[config.mk]
export PLATFORM = sky130hd
export DESIGN_NAME = issue_queue_flat
export DESIGN_NICKNAME = d
export VERILOG_FILES = /design/src/rtl/issue_queue_if.sv /design/src/rtl/issue_queue.sv /design/src/flat_wrapper.sv
export SDC_FILE = /design/constraint.sdc
export NUM_CORES = 2
export LEC_CHECK = 0
export ABC_AREA = 1
export CAP_MARGIN = 20
export CORE_ASPECT_RATIO = 0.6
export CORE_MARGIN = 5
export CORE_UTILIZATION = 41
export DETAILED_ROUTE_END_ITERATION = 10
export HOLD_SLACK_MARGIN = 0.15
export SLEW_MARGIN = 0
export SYNTH_ARGS = -nofsm -noshare
export SYNTH_HDL_FRONTEND = slang
export SYNTH_SLANG_ARGS = --single-unit
[constraint.sdc]
create_clock -name clk -period 9.3 [get_ports clk]
set_input_delay 0.93 -clock clk [delete_from_list [all_inputs] [get_ports clk]]
set_output_delay 0.93 -clock clk [all_outputs]
set_load 0.01 [all_outputs]
[src/rtl/issue_queue_if.sv]
// Decode-to-launch handshake bundle for the issue queue.
// The decode/launch-select side drives through master; the queue sits on slave.
interface issue_queue_if #(
  parameter int PC_W  = 32,
  parameter int DC_W  = 67,
  parameter int CNT_W = 4
);
  logic             stop;
  logic             flush;

  logic             enq1_valid;
  logic [PC_W-1:0]  enq1_pc;
  logic [PC_W-1:0]  enq1_npc;
  logic [DC_W-1:0]  enq1_decodeout;
  logic             enq2_valid;
  logic [PC_W-1:0]  enq2_pc;
  logic [PC_W-1:0]  enq2_npc;
  logic [DC_W-1:0]  enq2_decodeout;
  logic             enq_ready;

  logic             receive_flag1;
  logic [PC_W-1:0]  out1_pc;
  logic [PC_W-1:0]  out1_npc;
  logic [DC_W-1:0]  out1_decodeout;
  logic             receive_flag2;
  logic [PC_W-1:0]  out2_pc;
  logic [PC_W-1:0]  out2_npc;
  logic [DC_W-1:0]  out2_decodeout;

  logic [3:0]       launch_flag;
  logic [CNT_W-1:0] count;

  modport master (
    output stop, flush,
    output enq1_valid, enq1_pc, enq1_npc, enq1_decodeout,
    output enq2_valid, enq2_pc, enq2_npc, enq2_decodeout,
    output launch_flag,
    input  enq_ready,
    input  receive_flag1, out1_pc, out1_npc, out1_decodeout,
    input  receive_flag2, out2_pc, out2_npc, out2_decodeout,
    input  count
  );

  modport slave (
    input  stop, flush,
    input  enq1_valid, enq1_pc, enq1_npc, enq1_decodeout,
    input  enq2_valid, enq2_pc, enq2_npc, enq2_decodeout,
    input  launch_flag,
    output enq_ready,
    output receive_flag1, out1_pc, out1_npc, out1_decodeout,
    output receive_flag2, out2_pc, out2_npc, out2_decodeout,
    output count
  );
endinterface

[src/rtl/issue_queue.sv]
// Collapsing shift issue queue: two decoded instructions in per cycle,
// oldest two presented to launch select, launched entries squeezed out
// while program order of the survivors is kept. Entry 0 is the head.
module issue_queue #(
  parameter int DEPTH = 8,
  parameter int PC_W  = 32,
  parameter int DC_W  = 67,
  parameter int CNT_W = 4
) (
  input  logic clk,
  input  logic rst,
  issue_queue_if.slave q
);
  localparam logic [CNT_W-1:0] READY_MAX = CNT_W'(DEPTH - 2);

  logic             valid_reg [DEPTH];
  logic [PC_W-1:0]  pc_reg    [DEPTH];
  logic [PC_W-1:0]  npc_reg   [DEPTH];
  logic [DC_W-1:0]  dc_reg    [DEPTH];
  logic [CNT_W-1:0] count_reg;

  logic             valid_next [DEPTH];
  logic [PC_W-1:0]  pc_next    [DEPTH];
  logic [PC_W-1:0]  npc_next   [DEPTH];
  logic [DC_W-1:0]  dc_next    [DEPTH];
  logic [CNT_W-1:0] count_next;

  logic             enq_ready;
  logic             pop1;
  logic             pop2;
  logic             acc1;
  logic             acc2;
  logic [CNT_W-1:0] base1;
  logic [CNT_W-1:0] base2;

  // Pop decode and post-removal tail positions; readiness ignores same-cycle pops
  always_comb begin
    enq_ready  = ~q.stop & (count_reg <= READY_MAX);
    pop1       = (q.launch_flag[3] | q.launch_flag[2]) & valid_reg[0];
    pop2       = (q.launch_flag[1] | q.launch_flag[0]) & valid_reg[1];
    acc1       = q.enq1_valid & enq_ready;
    acc2       = q.enq2_valid & enq_ready;
    base1      = count_reg - CNT_W'(pop1) - CNT_W'(pop2);
    base2      = base1 + CNT_W'(acc1);
    count_next = base2 + CNT_W'(acc2);
  end

  for (genvar gi = 0; gi < DEPTH; gi++) begin : g_entry
    localparam bit               HAS1    = (gi + 1 < DEPTH);
    localparam bit               HAS2    = (gi + 2 < DEPTH);
    localparam int               I1      = HAS1 ? gi + 1 : DEPTH - 1;
    localparam int               I2      = HAS2 ? gi + 2 : DEPTH - 1;
    localparam bit               IS_HEAD = (gi == 0);
    localparam logic [CNT_W-1:0] IDX     = CNT_W'(gi);

    // Per-entry next state: collapse over launched entries, then land enqueues at the tail
    always_comb begin
      valid_next[gi] = valid_reg[gi];
      pc_next[gi]    = pc_reg[gi];
      npc_next[gi]   = npc_reg[gi];
      dc_next[gi]    = dc_reg[gi];
      if (pop1 && pop2) begin
        valid_next[gi] = HAS2 && valid_reg[I2];
        pc_next[gi]    = pc_reg[I2];
        npc_next[gi]   = npc_reg[I2];
        dc_next[gi]    = dc_reg[I2];
      end else if (pop1 || (pop2 && !IS_HEAD)) begin
        // slot 2 launched alone leaves the head in place
        valid_next[gi] = HAS1 && valid_reg[I1];
        pc_next[gi]    = pc_reg[I1];
        npc_next[gi]   = npc_reg[I1];
        dc_next[gi]    = dc_reg[I1];
      end
      if (acc1 && (base1 == IDX)) begin
        valid_next[gi] = 1'b1;
        pc_next[gi]    = q.enq1_pc;
        npc_next[gi]   = q.enq1_npc;
        dc_next[gi]    = q.enq1_decodeout;
      end else if (acc2 && (base2 == IDX)) begin
        valid_next[gi] = 1'b1;
        pc_next[gi]    = q.enq2_pc;
        npc_next[gi]   = q.enq2_npc;
        dc_next[gi]    = q.enq2_decodeout;
      end
    end
  end

  // Occupancy state: flush empties the queue, stop freezes it
  always_ff @(posedge clk or negedge rst) begin
    if (!rst) begin
      valid_reg <= '{default: 1'b0};
      count_reg <= '0;
    end else if (q.flush) begin
      valid_reg <= '{default: 1'b0};
      count_reg <= '0;
    end else if (!q.stop) begin
      valid_reg <= valid_next;
      count_reg <= count_next;
    end
  end

  // Payload carries no reset; every output path is masked by its valid bit
  always_ff @(posedge clk) begin
    if (!q.stop && !q.flush) begin
      pc_reg  <= pc_next;
      npc_reg <= npc_next;
      dc_reg  <= dc_next;
    end
  end

  assign q.enq_ready      = enq_ready;
  assign q.count          = count_reg;
  assign q.receive_flag1  = valid_reg[0];
  assign q.out1_pc        = valid_reg[0] ? pc_reg[0]  : '0;
  assign q.out1_npc       = valid_reg[0] ? npc_reg[0] : '0;
  assign q.out1_decodeout = valid_reg[0] ? dc_reg[0]  : '0;
  assign q.receive_flag2  = valid_reg[1];
  assign q.out2_pc        = valid_reg[1] ? pc_reg[1]  : '0;
  assign q.out2_npc       = valid_reg[1] ? npc_reg[1] : '0;
  assign q.out2_decodeout = valid_reg[1] ? dc_reg[1]  : '0;
endmodule

[src/flat_wrapper.sv]
// flat-port wrapper written by rule: the top's interface ports become plain ports
module issue_queue_flat 
#(
  parameter int DEPTH = 8,
  parameter int PC_W  = 32,
  parameter int DC_W  = 67,
  parameter int CNT_W = 4
)
  (clk, rst, q_stop, q_flush, q_enq1_valid, q_enq1_pc, q_enq1_npc, q_enq1_decodeout, q_enq2_valid, q_enq2_pc, q_enq2_npc, q_enq2_decodeout, q_launch_flag, q_enq_ready, q_receive_flag1, q_out1_pc, q_out1_npc, q_out1_decodeout, q_receive_flag2, q_out2_pc, q_out2_npc, q_out2_decodeout, q_count);
  issue_queue_if #(.PC_W(PC_W), .DC_W(DC_W), .CNT_W(CNT_W)) q_i ();
  input  logic clk;
  input  logic rst;
  input wire logic [$bits(q_i.stop)-1:0] q_stop;
  input wire logic [$bits(q_i.flush)-1:0] q_flush;
  input wire logic [$bits(q_i.enq1_valid)-1:0] q_enq1_valid;
  input wire logic [$bits(q_i.enq1_pc)-1:0] q_enq1_pc;
  input wire logic [$bits(q_i.enq1_npc)-1:0] q_enq1_npc;
  input wire logic [$bits(q_i.enq1_decodeout)-1:0] q_enq1_decodeout;
  input wire logic [$bits(q_i.enq2_valid)-1:0] q_enq2_valid;
  input wire logic [$bits(q_i.enq2_pc)-1:0] q_enq2_pc;
  input wire logic [$bits(q_i.enq2_npc)-1:0] q_enq2_npc;
  input wire logic [$bits(q_i.enq2_decodeout)-1:0] q_enq2_decodeout;
  input wire logic [$bits(q_i.launch_flag)-1:0] q_launch_flag;
  output wire logic [$bits(q_i.enq_ready)-1:0] q_enq_ready;
  output wire logic [$bits(q_i.receive_flag1)-1:0] q_receive_flag1;
  output wire logic [$bits(q_i.out1_pc)-1:0] q_out1_pc;
  output wire logic [$bits(q_i.out1_npc)-1:0] q_out1_npc;
  output wire logic [$bits(q_i.out1_decodeout)-1:0] q_out1_decodeout;
  output wire logic [$bits(q_i.receive_flag2)-1:0] q_receive_flag2;
  output wire logic [$bits(q_i.out2_pc)-1:0] q_out2_pc;
  output wire logic [$bits(q_i.out2_npc)-1:0] q_out2_npc;
  output wire logic [$bits(q_i.out2_decodeout)-1:0] q_out2_decodeout;
  output wire logic [$bits(q_i.count)-1:0] q_count;
  assign q_i.stop = q_stop;
  assign q_i.flush = q_flush;
  assign q_i.enq1_valid = q_enq1_valid;
  assign q_i.enq1_pc = q_enq1_pc;
  assign q_i.enq1_npc = q_enq1_npc;
  assign q_i.enq1_decodeout = q_enq1_decodeout;
  assign q_i.enq2_valid = q_enq2_valid;
  assign q_i.enq2_pc = q_enq2_pc;
  assign q_i.enq2_npc = q_enq2_npc;
  assign q_i.enq2_decodeout = q_enq2_decodeout;
  assign q_i.launch_flag = q_launch_flag;
  assign q_enq_ready = q_i.enq_ready;
  assign q_receive_flag1 = q_i.receive_flag1;
  assign q_out1_pc = q_i.out1_pc;
  assign q_out1_npc = q_i.out1_npc;
  assign q_out1_decodeout = q_i.out1_decodeout;
  assign q_receive_flag2 = q_i.receive_flag2;
  assign q_out2_pc = q_i.out2_pc;
  assign q_out2_npc = q_i.out2_npc;
  assign q_out2_decodeout = q_i.out2_decodeout;
  assign q_count = q_i.count;
  issue_queue #(.DEPTH(DEPTH), .PC_W(PC_W), .DC_W(DC_W), .CNT_W(CNT_W)) u_core (.clk(clk), .rst(rst), .q(q_i));
endmodule
## Word level (Yosys, flattened, before mapping)

Index checks and enable logic that the tools add are counted.

- Logic and storage cells: 248
- Register bits: 1060
- Output and inout port bits: 269
- Input bits: 272

- $add $sub $neg: 4
- Order comparisons: 1
- Multiplexer cells: 132
- Equal/unequal tests: 15
- Bitwise operators: 8
- Reductions and logical operators: 55

Operators with widths:

| operator | number |
|---|---|
| $mux W67 | 32 |
| $mux W32 | 64 |
| $reduce_bool A5 Y1 | 8 |
| $eq A4 B3 Y1 const B | 8 |
| $mux W1 | 32 |
| $reduce_and A2 Y1 | 16 |
| $reduce_bool A4 Y1 | 7 |
| $logic_and A1 B1 Y1 | 18 |
| $eq A4 B2 Y1 const B | 4 |
| $mux W8 | 2 |
| $add A4 B1 Y4 | 2 |
| $eq A4 B1 Y1 const B | 2 |
| $logic_not A4 Y1 | 2 |
| $mux W4 | 2 |
| $sub A4 B1 Y4 | 2 |
| $and A1 B1 Y1 | 5 |
| $le A4 B3 Y1 const B | 1 |
| $logic_not A1 Y1 | 2 |
| $ne A2 B1 Y1 const B | 1 |
| $or A1 B1 Y1 | 2 |
| $reduce_bool A2 Y1 | 1 |
| $logic_or A1 B1 Y1 | 1 |
| $not A1 Y1 | 1 |

## Longest topological paths before layout

- Depth in word-level cells: 11
- Depth in mapped cells: 22
- Mapped depth without buffers: 18

## Least setup slack after synthesis

Ideal clock, no wire load.

- Path kind: input port to flip-flop
- From: input q_launch_flag[0]
- To: register u_core.dc_reg[335] in the netlist's numbering (enable)
- Data arrival time: 6.770 ns
- Required time: 8.816 ns
- Path buffers: 2
- Setup time: 0.484 ns
- Setup slack: 2.046 ns
- Stages on the path: 17
- Cells stage by stage: o21ai_0 > inv_1 > fa_1 > inv_1 > ha_1 > xnor2_1 > inv_1 > ha_1 > ha_1 > inv_1 > nor4_1 > nand3_2 > buf_2 > buf_2 > nand3_1 > nand2_1 > inv_1

- Longest elaborated chain between the ends: 8
- Elaborated cells between the ends (all ways): 12
- Those cells by class: add/sub: 2; eq/ne: 2; bitwise: 2; reduce/logical: 6

RTL lines:

| item | line | text |
|---|---|---|
| start: declaration | flat_wrapper.sv:23 | `input wire logic [$bits(q_i.launch_flag)-1:0] q_launch_flag;` |
| $or A1 B1 Y1 (*) | issue_queue.sv:40 | `pop2 = (q.launch_flag[1] \| q.launch_flag[0]) & valid_reg[1];` |
| $and A1 B1 Y1 (*) | issue_queue.sv:40 |  |
| $sub A4 B1 Y4 | issue_queue.sv:43 | `base1 = count_reg - CNT_W'(pop1) - CNT_W'(pop2);` |
| $add A4 B1 Y4 | issue_queue.sv:44 | `base2 = base1 + CNT_W'(acc1);` |
| $eq A4 B2 Y1 | issue_queue.sv:79 | `end else if (acc2 && (base2 == IDX)) begin` |
| $logic_and A1 B1 Y1 | issue_queue.sv:79 |  |
| $reduce_bool A4 Y1 (no line) (*) | -- |  |
| $reduce_and A2 Y1 (no line) (*) | -- |  |
| end signal: assignment | issue_queue.sv:107 | `dc_reg <= dc_next;` |
| end: declaration | issue_queue.sv:19 | `logic [DC_W-1:0] dc_reg [DEPTH];` |

Every way passes the cells marked *; elsewhere a longest branch is shown, timed or not.
A chain may end at the register's enable or synchronous reset.

==> run summary <==
DIE WIDTH: 519 microns
DRT antenna net count: 0
Die Span Y: 315 microns
Port bufs: 540
Ys Warns: 0
Routed wl met2: 110000 microns
CP required: 9.74 ns
Seq/Total Area, Yosys: 0.499
Crit-path cells: o21ai_0 > inv_1 > fa_1 > inv_1 > ha_1 > xnor2_1 > inv_1 > ha_1 > ha_1 > inv_1 > nor4_1 > nand3_4 > buf_4 > buf_4 > nand2_1 > o21ai_1 > nand2_1 > o21ai_0
Total clock buffers created by CTS: 110
Clock power frac: 0.259
Unrepaired setup endpoints after global routing: no
Crit end category: flip-flop
CP max-delay cell: dfrtp_4
Largest register FFs: 536
Leakage power: 32.0 nW
Routed WL per cell: 23.4 microns
Number of synthesized flops with an enable pin: 1048
WS Path Type: reg2reg
Outcome: complete, no violations
TritonCTS clock tree: yes
Cell internal pwr: 11.1 mW
Largest net degree at the start of global routing: 189
Synth Cell Area: 0.0637 sq mm
Routed wire length: 247000 microns
Register area: 0.0318 sq mm
Setup bufs post-CTS: 0
Power density over cell area: 244 mW/mm^2
Highest routed metal layer: met5
Layout cell share with drive strength beyond 1: 0.0339
CTS Root Cell: clkbuf_16
Gr ovfl total: 0
First-pass GRT wire length: 363000 microns
Fin crit period: 6.64 ns
Slew margin rel.: 0.241
Top FF cell, synth: edfxtp_1
DR iter-0 viols: 7977
Combinational power share: 0.358
Core area: 0.155 sq mm
DR pass1 iterations: 8
DRC Markers: 0
H-tree depth: 3
Starting density of the core: 0.411
Final Slew Violations: 0
Switching Power: 6.91 mW
Vias in the first global route: 55500
Hpwl dp: 135000 microns
Vias post-DR: 59800
PostCTS Resize Cnt: 0
Max-cap violations: 0
WHS: 0.520 ns
Share of flip-flops with an asynchronous set or reset: 0.0113
Hold Crit Class: reg2reg
Slew @ Worst Pin: 1.14 ns
CP Max Fanout: 76
Clock sink count: 1060
Post-route design area: 0.0738 sq mm
Flop pwr share: 0.383
Setup TNS: 0 ns
Max Fclk: 151 MHz
Net Sw Frac: 0.384
Vias per inst: 5.65
# nets final: 8683
IO Count: 541
Gate Count Post-Synth: 8304
Mapped Nets: 8586
Placed Area: 0.0701 sq mm
Met3 wire length: 22800 microns
CP most frequent cell: inv_1
Fillcell total: 15200
Initial antenna violation count: 37
Flop-to-flop setup slack: 2.66 ns
Crit share post-route: 0.714
Clock Tree Buf Depth: 3
Metal-1 WL: 106000 microns
Clock insertion delay at the later pin of the skew report: 0.76 ns
#FFs+latches synth: 1060
Die ar.: 0.164 sq mm
Worst path arrival time: 7.08 ns
Peak supply drop: 0.212 mV
Fin. Hold Viols: 0
Crit start category: flip-flop
Syn_area_per_cell: 7.67 sq um
Hold_buf cts: 0
GRT Util Overall: 0.290
Multi-input logic area: 0.0267 sq mm
CP peak stage delay: 0.93 ns
Post-synthesis cell type count: 31
Setup violators final: 0
Setup Skew: 0.0333 ns
Std-Cell Rows: 112
Placer congestion estimate: 0.850
P&R area growth vs syn: 15.8%
Clock-pin slew on the worst setup and hold paths: 0.06 ns
worst max-delay path: cells and delay by family (launching register included):
kind / cells / cell delay, ns
AOI/OAI and AO/OA: 3 / 0.53
xor gates and xnor gates: 1 / 0.36
adders and majority gates: 4 / 1.32
buffers and inverters: 6 / 1.53
DFF: 1 / 0.93
and+or+nand+nor: 4 / 1.43
final timing paths:
| kind | from | to | cells past startpoint |
|---|---|---|---|
| max in group asynchronous | rst | u_core.q.receive_flag2 | 1 |
| min in group asynchronous | rst | u_core.q.count[3] | 1 |
| min reg2reg | u_core.valid_reg[3] | u_core.valid_reg[3] | 2 |
| max reg2reg | u_core.q.receive_flag2 | u_core.dc_reg[123] | 18 |
| min | u_core.valid_reg[3] | u_core.valid_reg[3] | 2 |
| max | u_core.q.receive_flag2 | u_core.dc_reg[123] | 18 |
cells in the mapped netlist (2+ instances only):
cell type	number	area, sq um
nand2_1	3598	13500
edfxtp_1	1048	31500
inv_1	677	2540
o21ai_0	606	3030
nand3_1	566	2830
o21ai_1	559	2800
o211ai_1	530	3980
clkbuf_1	359	1350
buf_2	252	1260
buf_1	24	90.1
dfrtp_1	12	300
inv_2	12	45.0
nor2_1	10	37.5
ha_1	9	113
a21oi_1	5	25.0
nand3_2	5	50.1
nor3_1	5	25.0
buf_4	4	30.0
mux2i_1	4	40.0
nand2_2	4	25.0
nor2_2	3	18.8
nor2_4	2	22.5
nor4_1	2	12.5
placed cells by master, fill, tap and decap left out, types with 2 or more instances in the layout:
cell             Yosys  routed
a21oi_1              5       5
clkbuf_16            0     116
clkbuf_8             0       4
nand2_2              4       2
inv_6                0      14
dfrtp_4              0       2
nor3_1               5       5
clkdlybuf4s50_1      0     540
edfxtp_1          1048    1048
clkinv_4             0       2
clkinv_1             0      27
o21ai_1            559     559
diode_2              0      32
nand2_1           3598    3594
nand3_4              0       7
buf_12               0      21
buf_4                4      63
clkbuf_1           359      22
nor2_4               2       2
nand2_4              0       4
inv_2               12       6
bufinv_16            0      11
clkinvlp_4           0       2
nor2_1              10      10
nand2_8              0       2
nor4_1               2       2
mux2i_1              4       4
ha_1                 9       8
o211ai_1           530     530
o21ai_0            606     606
dfrtp_1             12      10
clkinv_2             0      20
inv_1              677     669
inv_8                0       2
nor2_2               3       3
nand3_1            566     563
power by group through the flow:
| stage | Combinational, mW | Clock (mW) | Sequential (mW) |
|---|---|---|---|
| 6_report | 6.45 | 4.67 | 6.89 |
| 5_1_grt | 7.07 | 4.93 | 6.94 |
| 4_1_cts | 6.38 | 4.73 | 6.88 |
| 3_5_place_dp | 6.35 | 0 | 6.97 |
| 3_3_place_gp | 6.27 | 0 | 6.97 |
| 2_1_floorplan | 3.90 | 0 | 6.87 |
through the flow:
step                      total power [mW]   util  cells  setup slack (ns)
after floorplan                       10.8      -   8304              2.05
after global placement                13.2  0.452  10300              2.51
after detailed placement              13.3  0.452  10300              2.27
after CTS                             18.0  0.475  10500              2.66
after global routing                  18.9  0.476  10600              2.14
final                                 18.0  0.476  10600              2.66
final cells by class:
cell class,count,share of cell area
Inverter,689,0.0361
Antenna cell,32,0.00109
Tap cell,2052,0.0348
Timing Repair Buffer,624,0.0854
Sequential cell,1060,0.431
Multi-Input combinational cell,5916,0.363
Clock buffer,142,0.0412
Clock inverter,65,0.00811
cell families after synthesis:
kind of cell / synth area share
compound gates: 0.155
fa+ha+maj: 0.00208
xor+xnor: 0.000786
simple gates: 0.260
buf+inv: 0.0834
flops: 0.499
mux: 0.000629
routing by layer:
metal | track usage | vias up
li1 | - | 28000
met1 | 0.409 | 28200
met2 | 0.456 | 3153
met3 | 0.0480 | 388
met4 | 0.0994 | 4
met5 | 0 | -
No activity file was read; power rests on OpenSTA's default activity.
